**config.mk**
```make
export PLATFORM = sky130hd
export DESIGN_NAME = rev_gate_sequencer
export DESIGN_NICKNAME = d
export VERILOG_FILES = /design/src/rtl/rev_pkg.sv /design/src/rtl/rev_gate_apply.sv /design/src/rtl/rev_gate_sequencer.sv
export SDC_FILE = /design/constraint.sdc
export NUM_CORES = 1
export LEC_CHECK = 0
export CORE_AREA = 2 2 67 69
export CTS_CLUSTER_DIAMETER = 100
export DETAILED_ROUTE_END_ITERATION = 7
export DIE_AREA = 0 0 69 71
export PLACE_DENSITY_LB_ADDON = 0.1
export SETUP_SLACK_MARGIN = 0.05
export SLEW_MARGIN = 20
export SYNTH_ARGS = -nofsm -noshare
export SYNTH_HDL_FRONTEND = slang
export SYNTH_SLANG_ARGS = --single-unit
```
**constraint.sdc**
```tcl
create_clock -name clk -period 3.7 [get_ports clk]
set_input_delay 0.74 -clock clk [delete_from_list [all_inputs] [get_ports clk]]
set_output_delay 0.74 -clock clk [all_outputs]
set_load 0.02 [all_outputs]
```
**src/rtl/rev_pkg.sv**
```systemverilog
`default_nettype none
// ============================================================================
// Module      : rev_pkg
// Description : Shared types for the reversible-gate sequencer: gate opcodes,
//               packed gate descriptor and FSM state encoding.
//               Optional undo support is selected with REV_UNDO_EN.
// Revision    : 1.0 - initial release
// ============================================================================
package rev_pkg;

    // Widest index any configuration needs (LINES up to 64).
    localparam int c_IDX_W = 6;

    typedef enum logic [1:0] {
        OP_NOT  = 2'b00,
        OP_CNOT = 2'b01,
        OP_TOF  = 2'b10,
        OP_FRED = 2'b11
    } gate_op_e;

    typedef struct packed {
        gate_op_e             op;
        logic [c_IDX_W-1:0]   a;
        logic [c_IDX_W-1:0]   b;
        logic [c_IDX_W-1:0]   c;
    } gate_t;

`ifdef REV_UNDO_EN
    typedef enum logic [1:0] {
        IDLE  = 2'd0,
        APPLY = 2'd1,
        DONE  = 2'd2,
        UNDO  = 2'd3
    } state_e;
`else
    typedef enum logic [1:0] {
        IDLE  = 2'd0,
        APPLY = 2'd1,
        DONE  = 2'd2
    } state_e;
`endif

endpackage
`default_nettype wire

```
**src/rtl/rev_gate_apply.sv**
```systemverilog
`default_nettype none
// ============================================================================
// Module      : rev_gate_apply
// Description : Combinational evaluation of one NOT/CNOT/Toffoli/Fredkin gate
//               on a wire vector, with legality checking.
// Revision    : 1.0 - initial release
// ============================================================================
module rev_gate_apply
    import rev_pkg::*;
#(
    parameter int LINES = 8,
    parameter int IDXW  = $clog2(LINES)
) (
    input  logic [LINES-1:0] s_in,
    input  gate_t            gate,
    input  logic             en,
    output logic [LINES-1:0] s_out,
    output logic             illegal
);

    logic            w_a_oob;
    logic            w_b_oob;
    logic            w_c_oob;
    logic [IDXW-1:0] w_a;
    logic [IDXW-1:0] w_b;
    logic [IDXW-1:0] w_c;

    always_comb begin
        w_a_oob = int'(gate.a) >= LINES;
        w_b_oob = int'(gate.b) >= LINES;
        w_c_oob = int'(gate.c) >= LINES;
        w_a     = gate.a[IDXW-1:0];
        w_b     = gate.b[IDXW-1:0];
        w_c     = gate.c[IDXW-1:0];

        case (gate.op)
            OP_NOT:  illegal = w_c_oob;
            OP_CNOT: illegal = w_a_oob | w_c_oob | (gate.a == gate.c);
            OP_TOF:  illegal = w_a_oob | w_b_oob | w_c_oob |
                               (gate.c == gate.a) | (gate.c == gate.b);
            OP_FRED: illegal = w_a_oob | w_b_oob | w_c_oob |
                               (gate.a == gate.b) | (gate.a == gate.c);
            default: illegal = 1'b1;
        endcase

        s_out = s_in;
        // Out-of-range indices are only ever dereferenced when the gate is legal.
        if (en && !illegal) begin
            case (gate.op)
                OP_NOT:  s_out[w_c] = ~s_in[w_c];
                OP_CNOT: s_out[w_c] = s_in[w_c] ^ s_in[w_a];
                OP_TOF:  s_out[w_c] = s_in[w_c] ^ (s_in[w_a] & s_in[w_b]);
                OP_FRED: begin
                    if (s_in[w_a]) begin
                        s_out[w_b] = s_in[w_c];
                        s_out[w_c] = s_in[w_b];
                    end
                end
                default: s_out = s_in;
            endcase
        end
    end

endmodule
`default_nettype wire

```
**src/rtl/rev_gate_sequencer.sv**
```systemverilog
`default_nettype none
// ============================================================================
// Module      : rev_gate_sequencer
// Description : Loads a wire vector, applies a streamed gate program one gate
//               per clock, returns the result over a valid/ready handshake.
//               Define REV_UNDO_EN to enable LIFO-based reverse playback.
// Revision    : 1.0 - initial release
// ============================================================================
module rev_gate_sequencer
    import rev_pkg::*;
#(
    parameter int LINES = 8,
    parameter int IDXW  = $clog2(LINES),
    parameter int DEPTH = 16
) (
    input  logic             clk,
    input  logic             rst_n,
    input  logic             in_valid,
    output logic             in_ready,
    input  logic [LINES-1:0] in_data,
    input  logic             gate_valid,
    output logic             gate_ready,
    input  logic [1:0]       gate_op,
    input  logic [IDXW-1:0]  gate_a,
    input  logic [IDXW-1:0]  gate_b,
    input  logic [IDXW-1:0]  gate_c,
    input  logic             gate_last,
    output logic             out_valid,
    input  logic             out_ready,
    output logic [LINES-1:0] out_data,
    output logic             err,
    input  logic             undo_req
);

    state_e           r_state;
    state_e           w_state_nx;
    logic [LINES-1:0] r_s;
    logic [LINES-1:0] w_s_next;
    logic             r_err;
    logic             w_illegal;
    logic             w_en;
    gate_t            w_gate_in;
    gate_t            w_gate;

    assign w_gate_in = '{op: gate_op_e'(gate_op),
                         a:  c_IDX_W'(gate_a),
                         b:  c_IDX_W'(gate_b),
                         c:  c_IDX_W'(gate_c)};

`ifdef REV_UNDO_EN
    localparam int c_SPW = $clog2(DEPTH + 1);
    localparam int c_HW  = (DEPTH > 1) ? $clog2(DEPTH) : 1;

    gate_t            r_hist [DEPTH];
    logic [c_SPW-1:0] r_sp;
    logic             r_ovf;
    logic [c_SPW-1:0] w_sp_dec;

    assign w_sp_dec = r_sp - 1'b1;
    // Every gate is self-inverse, so replaying the stored gate undoes it.
    assign w_gate   = (r_state == UNDO) ? r_hist[c_HW'(w_sp_dec)] : w_gate_in;
    assign w_en     = ((r_state == APPLY) && gate_valid) || (r_state == UNDO);
`else
    assign w_gate   = w_gate_in;
    assign w_en     = (r_state == APPLY) && gate_valid;
`endif

    rev_gate_apply #(
        .LINES (LINES),
        .IDXW  (IDXW)
    ) u_apply (
        .s_in    (r_s),
        .gate    (w_gate),
        .en      (w_en),
        .s_out   (w_s_next),
        .illegal (w_illegal)
    );

    always_ff @(posedge clk) begin
        if (!rst_n) r_state <= IDLE;
        else        r_state <= w_state_nx;
    end

    always_comb begin
        w_state_nx = r_state;
        case (r_state)
            IDLE:    if (in_valid) w_state_nx = APPLY;
            APPLY:   if (gate_valid && gate_last) w_state_nx = DONE;
            DONE: begin
                if (out_ready) w_state_nx = IDLE;
`ifdef REV_UNDO_EN
                else if (undo_req && !r_ovf && (r_sp != '0)) w_state_nx = UNDO;
`endif
            end
`ifdef REV_UNDO_EN
            UNDO:    if (r_sp == c_SPW'(1)) w_state_nx = DONE;
`endif
            default: w_state_nx = IDLE;
        endcase
    end

    always_ff @(posedge clk) begin
        if (!rst_n) begin
            r_s   <= '0;
            r_err <= 1'b0;
`ifdef REV_UNDO_EN
            r_sp  <= '0;
            r_ovf <= 1'b0;
`endif
        end else begin
            case (r_state)
                IDLE: begin
                    if (in_valid) begin
                        r_s   <= in_data;
                        r_err <= 1'b0;
`ifdef REV_UNDO_EN
                        r_sp  <= '0;
                        r_ovf <= 1'b0;
`endif
                    end
                end
                APPLY: begin
                    if (gate_valid) begin
                        r_s <= w_s_next;
                        if (w_illegal) begin
                            r_err <= 1'b1;
                        end
`ifdef REV_UNDO_EN
                        else if (r_sp < c_SPW'(DEPTH)) begin
                            r_hist[c_HW'(r_sp)] <= w_gate_in;
                            r_sp                <= r_sp + 1'b1;
                        end else begin
                            r_ovf <= 1'b1;
                        end
`endif
                    end
                end
`ifdef REV_UNDO_EN
                UNDO: begin
                    r_s  <= w_s_next;
                    r_sp <= w_sp_dec;
                end
`endif
                default: ;
            endcase
        end
    end

    assign in_ready   = (r_state == IDLE);
    assign gate_ready = (r_state == APPLY);
    assign out_valid  = (r_state == DONE);
    assign out_data   = r_s;
    assign err        = r_err;

endmodule
`default_nettype wire

```
Word level (Yosys, flattened, before mapping)
Index checks and enable logic that the tools add are counted.
- bits in registers: 11
- latch bits: 0
- bits in writable memories: 0
- ROM bits: 0
- output and inout port bits: 12
- logic and storage cells: 81
- memories: 0
- add/sub/neg operators: 0
- multipliers: 0
- div/mod/pow operators: 0
- $lt $le $gt $ge: 8
- equality and inequality tests: 16
- shift operators: 0
- multiplexer cells: 30
- bitwise logic cells: 12
- reduce and logical (&&, ||, !) cells: 12
- operators by type and width (operator ; number):
    8-bit bitwise mux ; 5
    8-bit two-way mux ; 4
    8-bit case mux with 4 select lines ; 1
    8-bit case mux with 2 select lines ; 1
    3-bit == test ; 4
    3-bit by 4-bit greater-or-equal comparator with 1-bit output, second input constant ; 3
    3-bit by 4-bit less-than comparator with 1-bit output, second input constant ; 3
    1-bit binary-select mux with 3-bit select ; 3
    1-bit two-way mux ; 8
    2-bit by 1-bit != test with 1-bit output, second input constant ; 4
    1-bit bitwise OR ; 8
    1-bit demux with 3-bit select ; 2
    2-bit == test, second input constant ; 3
    3-bit by 1-bit greater-or-equal comparator with 1-bit output, second input constant ; 2
    2-bit two-way mux ; 3
    2-bit case mux with 3 select lines ; 1
    1-bit logical AND ; 5
    5-bit AND reduction ; 1
    2-bit by 1-bit == test with 1-bit output, second input constant ; 2
    2-bit logical NOT ; 2
    2-bit != test, second input constant ; 2
    1-bit case mux with 4 select lines ; 1
    4-bit AND reduction ; 1
    3-bit by 2-bit != test with 1-bit output, second input constant ; 1
    7 further kinds ; 8

Longest topological paths before layout
Gate-level depths: netlist of the first run.
- depth after elaboration: 11
- gate-level depth with buffers: 8

Cells and area by module
A second synthesis of the first run with hierarchy kept.
- cells, all modules: 244
- area total of the unflattened synthesis: 1794.2 µm²
- by module, submodules not included (module ; times used ; cells an instance ; area an instance (µm²)):
    rev_gate_apply ; 1 ; 195 ; 1252.5
    rev_gate_sequencer ; 1 ; 49 ; 541.8

Least setup slack after synthesis of the first run
Ideal clock, no wire load.
- kind: in2reg
- from: in gate_b[0]
- to: reg r_s[7], in the netlist out_data[7]
- setup time: 0.086 ns
- arrival time: 2.187 ns
- required time: 3.614 ns
- setup slack: 1.427 ns
- stages: 7
- cell sequence: buf_2 > mux2i_1 > o22ai_1 > o41ai_2 > xnor2_2 > nand3_1 > a221oi_2
- word-level cells in the longest chain between the ends: 11
- elaborated cells on any way between the ends: 31
- classes of those cells: order compare: 3; eq/ne: 3; mux: 13; bitwise: 8; reduce/logical: 4
- RTL lines (item ; RTL line ; text):
    start, declared ; rev_gate_sequencer.sv:25 ; input logic [IDXW-1:0] gate_b,
    3-bit by 4-bit less-than comparator with 1-bit output (implied by the code) / 3-bit by 1-bit greater-or-equal comparator with 1-bit output (equally long branches) ; rev_gate_apply.sv:55 ; s_out[w_b] = s_in[w_c];
    1-bit logical AND (implied by the code) ; rev_gate_apply.sv:55 ;
    1-bit two-way mux (implied by the code) ; rev_gate_apply.sv:55 ;
    1-bit demux with 3-bit select ; n/a ;
    8-bit bitwise mux ; rev_gate_apply.sv:55 ;
    8-bit bitwise mux ; rev_gate_apply.sv:56 ; s_out[w_c] = s_in[w_b];
    8-bit two-way mux ; rev_gate_apply.sv:54 ; if (s_in[w_a]) begin
    8-bit case mux with 4 select lines ; rev_gate_apply.sv:49 ; case (gate.op)
    8-bit two-way mux ; rev_gate_apply.sv:48 ; if (en && !illegal) begin
    8-bit two-way mux ; rev_gate_sequencer.sv:123 ; if (gate_valid) begin
    8-bit case mux with 2 select lines ; rev_gate_sequencer.sv:111 ; case (r_state)
    end signal, assigned ; rev_gate_sequencer.sv:114 ; r_s <= in_data;
    end signal, assigned ; rev_gate_sequencer.sv:124 ; r_s <= w_s_next;
    end, declared ; rev_gate_sequencer.sv:37 ; logic [LINES-1:0] r_s;
Parallel ways exist; a longest one is shown, timed or not. The select of a mux whose other input is x is not followed.
A chain may end at the register's enable or synchronous reset.

Final worst setup path of the first run
- from: in gate_b[0]
- to: reg r_s[2], in the netlist out_data[2]
Same word-level chain as after synthesis.

==> out/qor.csv, run 1 <==
metric,value,unit
status,"finished, final reports clean",
synth_area_leaders,"dfxtp_1 13%, xnor2_1 8.6%, nor2_1 6.0%",
ir_drop,0.000196,V
placed_cell_area,2030,um2
dr_total_vias,1733,
power_frac_seq,26.3,%
diodes,0,
post_cts_buffers,0,
fmax,345,MHz
worstHoldPathCells,2,
synth-compound-area-share,34.0,%
insertion_delay,250,ps
synth_seq_cells,11,
num_rows,24,
dp_hpwl,3.66,mm
area_growth,26.8,%
reg2reg_depth,8,
drv_slew,0,
yosys.area_share.simple,24.1,%
syn_inst,212,
ys_seq_area_share,13.5,%
die_w,69,um
coreArea,4200,um2
yosysWarnings,0,
r2r-end,out_data[1],
ctsResizeCount,0,
hold_ws,511,ps
drt_pass1_iterations,4,
drive_above_1_share,12.2,%
syn-num-nets,238,
met1_usage,28.2,%
r2r-start,r_state[1],
p_total,572,uW
layout_common_cells,"36 x clkdlybuf4s50_1, 26 x nor2_1, 16 x xnor2_1",
power_per_cell_area,276,nW/um2
cap_violations,0,
cts_buffer_depth,2,
tns,0,ps
pwr-share-comb,51.3,%
cp-end-kind,register,
grt_pass1_wl,8.49,mm
first_iter_violations,98,
io_buffers,36,
sw_frac_of_total,39.1,%
yosys-mux-area-fraction,10.5,%
first_global_vias,1663,
crit_path_top_delay_cell,clkdlybuf4s50_1,
initial_utilization,38.9,%
layout_commonest_cell,clkdlybuf4s50_1,
fin_util,49.3,%
internal_power,348,uW
relSlewSlack,63.5,%
pwr-share-clk,22.4,%
required,3850,ps
hold_viol,0,
synth_top_family_by_area,compound AO/OA/AOI/OAI gates,
synth_top_area_share,13.5,%
clkSlewWorstSetupHoldPaths,50,ps
cts_buffers,3,
rsz0062_at_grt,false,
cts_root_buf,clkbuf_8,
fp.dieArea,4900,um2
final_cells,298,
grt_max_degree,14,
overflow,0,
critPathKind,in2reg,
leakagePower,0.741,nW
synth_edf_count,0,
design_area,2070,um2
setup_viol,0,
io_pins,38,
dp_slack,565,ps
synth_cell_type_count,53,
async_flop_share,0,%
max_stage_delay,810,ps
post-route-min-period,2900,ps
cts.sinks,11,
synthAdderAreaFrac,0,%
via_per_inst,5.82,
dieHeight,71,um
syn-mean-instance-area,7.71,um2
routabilityCongestion,0.815,
finClkSkew,3.06,ps
nets,273,
arrival,3050,ps
synth-xor-area-share,9.56,%
busiest_layer,met2,
p_sw,224,uW
tightest_slew,545,ps
crit_path_start_kind,input port,
critical_path.max_fanout,12,
drc,0,
holdBufCountCts,0,
min_from,err,
grt_use_total,21.3,%
path_cells,clkdlybuf4s50_1 > mux2i_1 > o22ai_1 > o41ai_2 > xnor2_2 > buf_4 > a21oi_1 > o32ai_1,
cp_top_family,buffers and inverters,
routedWlPerCell,16.9,um
worst_slack,805,ps
rrSetupSlack,1560,ps
synth_ff_type,dfxtp_1,
placedCellCount,294,
cts_tree,built,
hold_class,reg2reg,
synth_top_cell_by_area,dfxtp_1,
post-route-period-util,78.3,%
grt_util_met3,3.99,%
htree_levels,1,
antenna_left,0,
syn-cell-area,1640,um2
grt_use_met2,35.9,%
cp.buffers_inverters,2,
wirelength,5.05,mm
hold_end,err,
antenna_found_initial,0,
[power groups by stage]
stage / registers (mW) / logic [mW] / clock network, mW
2_1_floorplan: 0.156 / 0.187 / 0
3_3_place_gp: 0.153 / 0.290 / 0
3_5_place_dp: 0.153 / 0.290 / 0
4_1_cts: 0.150 / 0.292 / 0.133
5_1_grt: 0.153 / 0.320 / 0.139
6_report: 0.150 / 0.293 / 0.128
[flip-flops by register name, summed over array words and instances (netlist names)]
name / cells
out_data: 8
r_state: 2
err: 1
[synthesized netlist by cell type (3+ instances only)]
cell type   n
dfxtp_1    11
a32oi_1     3
o21ai_0    14
clkbuf_1    5
buf_2       5
nand2b_1    5
xnor2_1    16
o41ai_1     4
o22ai_1     7
nor2_1     26
mux2_2      3
nand4_1     3
nand3_1     4
inv_1      10
nand2_1    10
a221o_1     6
nand3b_1    3
buf_6       5
a21oi_1    12
a22o_1      5
mux2i_1     7
o31ai_1     3
nor2b_1     4
o32ai_1     6
[layout make-up]
| class | count | area, um2 |
|---|---|---|
| multi-input combinational | 176 | 1280 |
| sequential | 11 | 220 |
| tap | 52 | 65.1 |
| timing repair buffer | 45 | 428 |
| fill | 472 | 2130 |
| clock buffer | 4 | 45.0 |
| inverter | 10 | 37.5 |
[worst max path at each step]
stage,startpoint,to,slack [ps],cells past startpoint
after floorplan,gate_b[0],out_data[7],1430,7
after global placement,gate_op[0],out_data[4],570,7
after detailed placement,gate_b[0],out_data[2],570,8
after CTS,gate_op[0],out_data[2],810,7
after global routing,gate_b[0],out_data[2],550,8
final,gate_b[0],out_data[2],800,8
[routing by layer]
layer | share of wire, % | vias up
li1 | - | 870
met1 | 46 | 808
met2 | 48 | 47
met3 | 5.7 | 8
met4 | 0.83 | 0
met5 | 0 | -
[cells by family (layout without fill, tap and decap cells)]
family	count (synthesis)	in the layout
AOI/OAI and AO/OA	73	73
xor gates and xnor gates	17	17
buffers and inverters	25	59
DFF	11	11
muxes	13	13
and+or+nand+nor	73	73
[tightest hold or removal path, stage by stage (launching register included)]
cell and delay, ps:
dfxtp_1 320, a32oi_1 60, nor2b_1 100
(Power assumes the default switching activity.)
==> run 2: changes to the inputs <==
==> constraint.sdc (replaced) <==
create_clock -name clk -period 2.35 [get_ports clk]
set_input_delay 0.47 -clock clk [delete_from_list [all_inputs] [get_ports clk]]
set_output_delay 0.47 -clock clk [all_outputs]
set_load 0.02 [all_outputs]
==> out/qor.csv, run 2 (synthesis gave the netlist of run 1 again) <==
metric,value,unit,change
status,"finished, final reports clean",,unchanged
ir_drop,0.000188,V,was 0.000196 V
clkSlewWorstSetupHoldPaths,50,ps,about the same
htree_levels,1,,unchanged
drive_above_1_share,30.0,%,was 12.2%
fill_cells,392,,was 472
post-route-period-util,96.6,%,
worst_slack,79.4,ps,was 805 ps
cts_tree,built,,unchanged
antenna_found_initial,0,,unchanged
p_sw,409,uW,was 224 uW
dp_hpwl,4.25,mm,was 3.66 mm
fmax,440,MHz,
initial_utilization,38.9,%,unchanged
arrival,2430,ps,was 3050 ps
internal_power,656,uW,was 348 uW
io_buffers,36,,unchanged
cts_buffer_depth,2,,unchanged
first_iter_violations,115,,was 98
min_from,err,,unchanged
dr_total_vias,1971,,was 1733
io_pins,38,,unchanged
hold_class,reg2reg,,unchanged
power_frac_seq,21.9,%,was 26.3%
largest_reg_flops,8,,unchanged
fp.dieArea,4900,um2,unchanged
drv_slew,0,,unchanged
dp_slack,-313,ps,was 565 ps
cap_violations,0,,unchanged
leakagePower,1.08,nW,was 0.741 nW
cp-end-kind,register,,unchanged
hold_viol,0,,unchanged
rrSetupSlack,310,ps,was 1560 ps
insertion_delay,250,ps,about the same
holdBufCountCts,0,,unchanged
seq_area,220,um2,unchanged
overflow,0,,unchanged
routabilityCongestion,0.879,,was 0.815
drc,0,,unchanged
sw_frac_of_total,38.4,%,was 39.1%
coreArea,4200,um2,unchanged
tns,0,ps,unchanged
multi_input_area,1430,um2,was 1280 um2
grt_use_total,23.0,%,was 21.3%
crit_path_start_kind,input port,,unchanged
routedWlPerCell,16.8,um,was 16.9 um
area_growth,61.2,%,was 26.8%
wirelength,5.78,mm,was 5.05 mm
nets,320,,was 273
required,2510,ps,was 3850 ps
power_per_cell_area,404,nW/um2,was 276 nW/um2
rsz0062_at_grt,true,,was false
pwr-share-comb,59.2,%,was 51.3%
r2r-end,out_data[5],,was out_data[1]
setup_viol,0,,unchanged
drt_pass1_iterations,4,,unchanged
cts_root_buf,clkbuf_8,,unchanged
grt_pass1_wl,8.99,mm,was 8.49 mm
finClkSkew,4.85,ps,was 3.06 ps
post-route-min-period,2270,ps,
critPathKind,in2reg,,unchanged
diodes,0,,unchanged
r2r-start,out_data[5],,was r_state[1]
cts_buffers,3,,unchanged
first_global_vias,1790,,was 1663
critical_path.max_fanout,9,,was 12
die_w,69,um,unchanged
grt_max_degree,12,,was 14
via_per_inst,5.71,,was 5.82
antenna_left,0,,unchanged
cts.sinks,11,,unchanged
num_rows,24,,unchanged
layout_common_cells,"51 x buf_4, 30 x clkdlybuf4s50_1, 26 x nor2_1",,"was 36 x clkdlybuf4s50_1, 26 x nor2_1, 16 x xnor2_1"
dieHeight,71,um,unchanged
final_cells,345,,was 298
placedCellCount,337,,was 294
relSlewSlack,70.1,%,was 63.5%
p_total,1.07,mW,was 572 uW
layout_commonest_cell,buf_4,,was clkdlybuf4s50_1
pwr-share-clk,18.9,%,was 22.4%
hold_end,err,,unchanged
tightest_slew,443,ps,was 545 ps
worstHoldPathCells,2,,unchanged
reg2reg_depth,7,,was 8
==> run 2: how the worst max path moves through the flow <==
stage	start	to	slack, ps
after floorplan	gate_b[0]	out_data[7]	350
after global placement	gate_c[1]	out_data[6]	-340
after detailed placement	gate_a[0]	out_data[0]	-310
after CTS	gate_c[2]	out_data[4]	30
after global routing	gate_b[0]	out_data[5]	30
final	gate_c[0]	out_data[4]	80
==> run 2: per-stage QoR <==
stage / util (%) / area, um2 / hold WS (ps)
after global placement: 56.8 / 2390 / 503
after global routing: 62.7 / 2640 / 601
after floorplan: - / 1640 / 588
final: 62.7 / 2640 / 512
after detailed placement: 56.8 / 2390 / 501
after CTS: 59.1 / 2480 / 517
==> run 2: power by group through the flow <==
stage               Clock, mW  Combinational, mW  Sequential [mW]
global route            0.216              0.671            0.235
CTS                     0.208              0.577            0.232
finish                  0.202              0.631            0.233
detailed placement          0              0.554            0.235
floorplan                   0              0.294            0.246
global placement            0              0.552            0.236
==> run 2: area by class of cell <==
type                            count  share of cell area, %
Timing Repair Buffer               92                   31.8
Inverter                           10                   1.42
Tap cell                           52                   2.47
Clock buffer                        4                   1.71
Sequential cell                    11                   8.35
Multi-Input combinational cell    176                   54.2
==> run 2: timing repair <==
| action | 4_1_cts | 5_1_grt |
|---|---|---|
| setup endpoints to repair | 8 | 8 |
| setup buffers | 0 | 4 |
| pin swaps | 5 | 7 |
| resized for setup | 9 | 22 |
==> run 2: layer usage <==
layer,up-vias,share of wire (%),global-route usage [%]
met1,936,45,28.7
met4,0,1.1,6.54
met5,-,0,0
li1,968,-,-
met3,7,4.8,4.27
met2,60,49,40.4
==> run 2: worst max-delay path, stage by stage <==
cell and delay, ps:
clkdlybuf4s50_1 450, buf_4 180, nor2_1 90, o2bb2ai_4 200
buf_12 150, o41ai_1 440, a221o_1 210, a21oi_1 40
o32ai_1 200
